**src/rtl/demux_pkg.sv**
```systemverilog
// Shared types and constants for the demux_stream_n slice.
// The counter constants are only consumed when DEMUX_CNT_EN is defined.
package demux_pkg;

    localparam int CNT_W = 16;
    localparam logic [CNT_W-1:0] CNT_MAX = '1;

    typedef enum logic {EMPTY, FULL} slot_state_e;

    // All-ones idle beat; callers take the low DW bits (DW <= 64).
    function automatic logic [63:0] IDLE_BEAT();
        return '1;
    endfunction

endpackage

```
**src/rtl/demux_slot.sv**
```systemverilog
// One output lane: EMPTY/FULL holding register, idle-high data, optional
// handshake counter (DEMUX_CNT_EN).
module demux_slot
    import demux_pkg::*;
#(
    parameter int DW = 8
) (
    input  logic          iClk,
    input  logic          iRst,
    input  logic          iLoad,
    input  logic [DW-1:0] iData,
    input  logic          iReady,
    output logic          oValid,
    output logic [DW-1:0] oData,
    output logic          oFree
`ifdef DEMUX_CNT_EN
    ,
    input  logic             iClr,
    output logic [CNT_W-1:0] oCnt
`endif
);

    localparam logic [63:0] IDLE_WIDE = IDLE_BEAT();

    slot_state_e state;

    // iLoad only arrives while oFree, so a FULL slot seeing iLoad is draining too.
    always_ff @(posedge iClk) begin
        if (iRst) begin
            state <= EMPTY;
            oData <= IDLE_WIDE[DW-1:0];
        end else begin
            case (state)
                EMPTY: begin
                    if (iLoad) begin
                        state <= FULL;
                        oData <= iData;
                    end
                end
                FULL: begin
                    if (iLoad) begin
                        oData <= iData;
                    end else if (iReady) begin
                        state <= EMPTY;
                        oData <= IDLE_WIDE[DW-1:0];
                    end
                end
                default: begin
                    state <= EMPTY;
                    oData <= IDLE_WIDE[DW-1:0];
                end
            endcase
        end
    end

    assign oValid = (state == FULL);
    assign oFree  = (state == EMPTY) | iReady;

`ifdef DEMUX_CNT_EN
    always_ff @(posedge iClk) begin
        if (iRst || iClr) begin
            oCnt <= '0;
        end else if (oValid && iReady && (oCnt != CNT_MAX)) begin
            oCnt <= oCnt + 1'b1;
        end
    end
`endif

endmodule

```
**src/rtl/demux_stream_n.sv**
```systemverilog
// Registered 1-to-CH stream demultiplexer with per-lane slot registers.
// Optional per-lane handshake counters: define DEMUX_CNT_EN.
module demux_stream_n
    import demux_pkg::*;
#(
    parameter int CH = 4,
    parameter int DW = 8,
    parameter int SW = $clog2(CH)
) (
    input  logic             iClk,
    input  logic             iRst,
    input  logic             iValid,
    input  logic [SW-1:0]    iSel,
    input  logic [DW-1:0]    iData,
    output logic             oReady,
    output logic [CH-1:0]    oValid,
    output logic [CH*DW-1:0] oData,
    input  logic [CH-1:0]    iReady,
    output logic             oErr
`ifdef DEMUX_CNT_EN
    ,
    input  logic                iClr,
    output logic [CH*CNT_W-1:0] oCnt
`endif
);

    logic [CH-1:0] free;
    logic [CH-1:0] load;
    logic          inRange;
    logic          selFree;
    logic          accept;

    // Out-of-range selects are always accepted (and dropped) so they never stall.
    always_comb begin
        inRange = 1'b0;
        selFree = 1'b0;
        for (int unsigned k = 0; k < CH; k++) begin
            if (iSel == SW'(k)) begin
                inRange = 1'b1;
                selFree = free[k];
            end
        end
        oReady = !iRst && (!inRange || selFree);
    end

    assign accept = iValid && oReady;

    always_ff @(posedge iClk) begin
        if (iRst) begin
            oErr <= 1'b0;
        end else begin
            oErr <= accept && !inRange;
        end
    end

    for (genvar k = 0; k < CH; k++) begin : gLane
        assign load[k] = accept && (iSel == SW'(k));

        demux_slot #(
            .DW(DW)
        ) uSlot (
            .iClk  (iClk),
            .iRst  (iRst),
            .iLoad (load[k]),
            .iData (iData),
            .iReady(iReady[k]),
            .oValid(oValid[k]),
            .oData (oData[k*DW +: DW]),
            .oFree (free[k])
`ifdef DEMUX_CNT_EN
            ,
            .iClr  (iClr),
            .oCnt  (oCnt[k*CNT_W +: CNT_W])
`endif
        );
    end

endmodule
```
**config.mk**
```make
export PLATFORM = sky130hd
export DESIGN_NAME = demux_stream_n
export DESIGN_NICKNAME = d
export VERILOG_FILES = /design/src/rtl/demux_pkg.sv /design/src/rtl/demux_slot.sv /design/src/rtl/demux_stream_n.sv
export SDC_FILE = /design/constraint.sdc
export NUM_CORES = 1
export LEC_CHECK = 0
export CAP_MARGIN = 20
export CORE_MARGIN = 2
export CORE_UTILIZATION = 46
export CTS_CLUSTER_DIAMETER = 80
export DETAILED_ROUTE_END_ITERATION = 8
export MAX_ROUTING_LAYER = met4
export PLACE_DENSITY = 0.9
export SYNTH_ARGS = -nofsm -noshare
export SYNTH_HDL_FRONTEND = slang
export SYNTH_SLANG_ARGS = --single-unit
```
**constraint.sdc**
```tcl
create_clock -name iClk -period 2.9 [get_ports iClk]
set_input_delay 0.58 -clock iClk [delete_from_list [all_inputs] [get_ports iClk]]
set_output_delay 0.58 -clock iClk [all_outputs]
set_load 0.05 [all_outputs]
```
==> results of run 1 <==
flip-flops by register name, summed over array words and instances (netlist names):
name and flops:
gLane.uSlot.oData 32, gLane.uSlot.oValid 4, oErr 1
layer usage:
layer / vias to the layer above / track usage (%)
met5: - / -
met1: 556 / 24.3
met4: 0 / 6.52
met3: 7 / 7.25
li1: 599 / -
met2: 43 / 36.6
cell families after synthesis:
family,count (synthesis),share of synthesized area (%)
DFF,37,50.3
AOI/OAI and AO/OA,9,3.73
other,1,0.254
muxes,32,21.7
buffers and inverters,7,3.57
and+or+nand+nor,62,20.5
worst reg2reg max path, cell delays in order (launching register included):
cell      delay (ps)
dfxtp_1          330
nand2b_1         110
and3b_2          360
mux2i_1          240
synth_stat cells, drive strengths merged:
library cell  instances
buf                   6
and2b                 1
and3b                 1
clkbuf                1
conb                  1
nand2                 4
mux2i                32
nand2b                4
nor4                  1
nand3                 4
a21o                  4
a21oi                 5
nand3b                1
dfxtp                37
or3b                  1
nor2b                 3
nor2                 42
power by group through the flow:
stage	Clock [W]	Combinational, W	Sequential, W
after floorplan	0	0.0000599	0.000575
after global placement	0	0.000152	0.000539
after detailed placement	0	0.000155	0.000539
after CTS	0.000279	0.000155	0.000528
after global routing	0.000306	0.000163	0.000530
final	0.000268	0.000154	0.000528
through the flow:
stage	std cells	instance area [um2]	hold WS, ps	total power [W]	setup WS [ps]
after floorplan	148	1480	498	0.000635	395
after global placement	240	2030	499	0.000691	320
after detailed placement	240	2030	507	0.000694	273
after CTS	247	2080	528	0.000962	271
after global routing	247	2080	551	0.000998	227
final	247	2080	524	0.000950	273
area by class of cell:
| cell class | instances | area [um2] | share of cell area (%) |
|---|---|---|---|
| repair buffers | 55 | 546 | 26.2 |
| clock buffers | 7 | 55.1 | 2.64 |
| flip-flops and latches | 37 | 741 | 35.6 |
| multi-input cells | 104 | 687 | 33.0 |
| well taps | 44 | 55.1 | 2.64 |
how the worst max path moves through the flow:
stage                        from  endpoint  slack, ps  depth (start not counted)
final                     iSel[0]    oReady        270                          5
after global routing      iSel[0]    oReady        230                          5
after CTS                 iSel[0]    oReady        270                          5
after detailed placement  iSel[0]    oReady        270                          5
after global placement    iSel[0]    oReady        320                          5
after floorplan              iRst    oReady        400                          3
==> metrics.txt, run 1 <==
status=completed; post-synth top area cell=dfxtp_1; share of cells above drive strength 1=between 7 and 8%; number of vias per cell=between 4 and 5; Tightest Pin Transition=~520 ps; Synth cell types=21; n_diodes=0; H-tree Lvls=2; Post-Syn Instances=148; worst skew pair latency=340 ps; sequential fraction of the synthesis area=between 50% and 60%; top cells by area, synth=dfxtp_1, mux2i_1, nor2_1; DP Wirelength=2700 um; RePlAce Congestion=0.812; GRT Residual Overflow=0; R2R Path Start=gLane[3].uSlot.oValid; Die H=60.6 um; Nets=220; synth warn=0; Detail Route Antenna Nets=0; Internal=roughly 0.00070 W; Setup crit start kind=input pin; Synth Cell Area=0.00147 mm2; setup TNS=0 ps; Crit path buffers/inverters=2; Crit Path Category=in2out; Slew HR=65.1%; Sw Pwr=0.000254 W; post-CTS setup buffers=0; Hold Crit Start=gLane[0].uSlot.oData[2]; WP data arrival=2050 ps; combinational fraction of design power=16.2%; clock skew=6.88 ps; count of final hold-check violations=0; hold crit path type=reg2reg; fillers=265; DR WL/cell=14.0 um; Largest stage delay, worst path=approximately 510 ps; CP Max Fanout=7; Yosys top cell area share=50.3%; flop2flop setup slack=1780 ps; met2 wire len=1720 um; highest routing layer actually used=met4; syn nets=between 150 and 200; R2R depth=3; Hold EP=gLane[0].uSlot.oData[2]; Layout area overhead=41.3%; CP Data Required Time=2320 ps; Port Buffers=54; Crit-path slowest cell=clkdlybuf4s50_1; DRC errors left=0; clock root buffer=clkbuf_4; metal3 WL=234 um; sequential share of power=55.6%; register clock-pin slew on the reported worst setup and hold paths=100 ps; Clock Path Buffers=2; most common cell after layout, fill and taps aside=clkdlybuf4s50_1; hold depth=2; RSZ-0062 raised after global routing=false; antenna violations before repair=0; CP Cell Sequence=clkdlybuf4s50_1, or3b_2, a21oi_1, nor4_2, buf_4; Setup Viol. Count Final=0; DR iter-0 viols=46; maxcap violations=0; router iterations before antenna repair=4; Worst R2R End=gLane[3].uSlot.oData[4]; GRT Util Overall=21.7%; CTS tree=built; die area=0.00367 mm2; detailed-route via count=~1200; met1 wire length=around 1500 um; fin util=68.2%; Final Critical Period=~2600 ps; Largest delay share family, worst path=buffers and inverters; first-pass GRT wire length=5530 um; final period utilization=90.6%; Rows=20; fmax=381 MHz; Slew Limit Fails=0; most frequent cells in the layout=clkdlybuf4s50_1, nor2_1, dfxtp_1; Setup crit end kind=output pin; Core Area=0.00305 mm2; routed wire length=3470 um; pwr/cell area=456 mW/mm2; Die X=60.6 um; largest net degree at the start of global routing=18; Initial Util=approximately half; synthesis-stage register bit count=37; Ports=55; vias in the first global route=1213; post-CTS resize count=0; hold_buf cts=0; Synth Area per Inst=9.96 um2; Switching Fraction=26.7%; Peak VDD IR=between 0.3 and 0.4 mV; Leakage=between 0.9 and 1 nW; CTS Buf Count=5; Clock Sinks=37; clock group share of total power=28.2%
No activity file was read; power rests on OpenSTA's default activity.
==> inputs of run 2 (changes only) <==
ABC_CLOCK_PERIOD_IN_PS = 2900   (was unset)
CORE_UTILIZATION = 54   (was 46)
CTS_CLUSTER_SIZE = 12   (was unset)
DONT_BUFFER_PORTS = 1   (was unset)
PLACE_DENSITY = 0.76   (was 0.9)
==> metrics.txt, run 2 (synthesis results as in run 1) <==
status=completed; max reg flops=32; worst skew pair latency=330 ps; GRT Util Overall=20.7%; clock skew=2.62 ps; clock root buffer=clkbuf_4; register clock-pin slew on the reported worst setup and hold paths=100 ps; Rows=18; metal3 WL=~290 um; detailed-route via count=about 1000; Setup Viol. Count Final=0; DP Wirelength=between 2000 and 2500 um; most frequent cells in the layout=nor2_1, dfxtp_1, mux2i_1; Clock Path Buffers=2; fmax=~450 MHz; Final Cell Area=around 0.0015 mm2; Initial Util=58.4%; RSZ-0062 raised after global routing=false; Die H=56.2 um; WP data arrival=1630 ps; met2 wire len=1430 um; Slew Limit Fails=0; Port Buffers=0; largest net degree at the start of global routing=19; share of cells above drive strength 1=9.93%; Detail Route Antenna Nets=0; pwr/cell area=576 mW/mm2; Slew HR=a little over three fifths; CP Data Required Time=between 2000 and 2500 ps; CTS tree=built; antenna violations before repair=0; Nets=167; DR iter-0 viols=16; Leakage=0.711 nW; Tightest Pin Transition=560 ps; final period utilization=between 70% and 80%; count of final hold-check violations=0; most common cell after layout, fill and taps aside=nor2_1; placed cell area=0.00148 mm2; hold_buf cts=0; Die X=56.2 um; setup TNS=0 ps; met1 wire length=1280 um; Final Critical Period=around 2200 ps; post-CTS resize count=0; Layout area overhead=3.74%; first-pass GRT wire length=about 4800 um; RePlAce Congestion=0.891; vias in the first global route=1009; Crit Path Category=reg2out; DR WL/cell=around 17 um; CP Max Fanout=3; CTS Buf Count=5; Core Area=0.00252 mm2; Clock Sinks=37; fin util=60.6%; routed wire length=a little over 3000 um; n_diodes=0; die area=0.00316 mm2; DRC errors left=0; Setup crit start kind=flop; GRT Residual Overflow=0; highest routing layer actually used=met4; router iterations before antenna repair=4; H-tree Lvls=2; hold crit path type=in2reg; number of vias per cell=5.51; Most flops, register=gLane.uSlot.oData; maxcap violations=0; post-CTS setup buffers=0; Peak VDD IR=0.450 mV; Ports=55; Setup crit end kind=output pin
[run 2: cell count changes in the layout (fill, tap and decap cells not counted)]
cell	previous run	this run
clkbuf_1	1	3
clkbuf_8	1	0
clkdlybuf4s50_1	53	0
[run 2: layer usage]
metal	track usage, %	vias to the layer above
met3	10.0	5
met2	32.6	37
met1	23.4	460
met4	6.12	0
li1	-	496
met5	-	-
[run 2: worst paths after layout]
path,depth (start not counted),slack (ps),end,start
worst max register to register,3,1440,gLane[3].uSlot.oData[5],gLane[3].uSlot.oValid
worst min-delay path,1,310,gLane[0].uSlot.oValid,iRst
worst max-delay path,4,690,oReady,gLane[2].uSlot.oValid
worst min register to register,2,750,gLane[3].uSlot.oData[4],gLane[3].uSlot.oData[4]
[run 2: critical path, stage by stage (launching register included)]
cell,delay (ps)
dfxtp_1,680
nand2b_1,190
nor2b_1,180
nor4_2,70
buf_4,190
[run 2: per-stage QoR]
stage	instances	hold WS [ps]	total power (W)	setup slack (ps)
final	181	305	0.000880	692
after global routing	181	274	0.000917	623
after CTS	181	289	0.000888	665
after detailed placement	173	654	0.000643	844
after global placement	173	651	0.000640	871
after floorplan	148	498	0.000635	395
[run 2: area by class of cell]
class | count | area, um2
repair buffers | 2 | 15.0
clock buffers | 8 | 48.8
well taps | 30 | 37.5
fillers | 213 | 993
flip-flops and latches | 37 | 741
multi-input cells | 104 | 687
[run 2: power by group]
| part | switching, W | internal [W] | leakage [nW] |
|---|---|---|---|
| clock | 0.000154 | 0.0000967 | 0.0265 |
| sequential | 0.0000503 | 0.000520 | 0.301 |
| combinational | 0.0000363 | 0.0000229 | 0.383 |
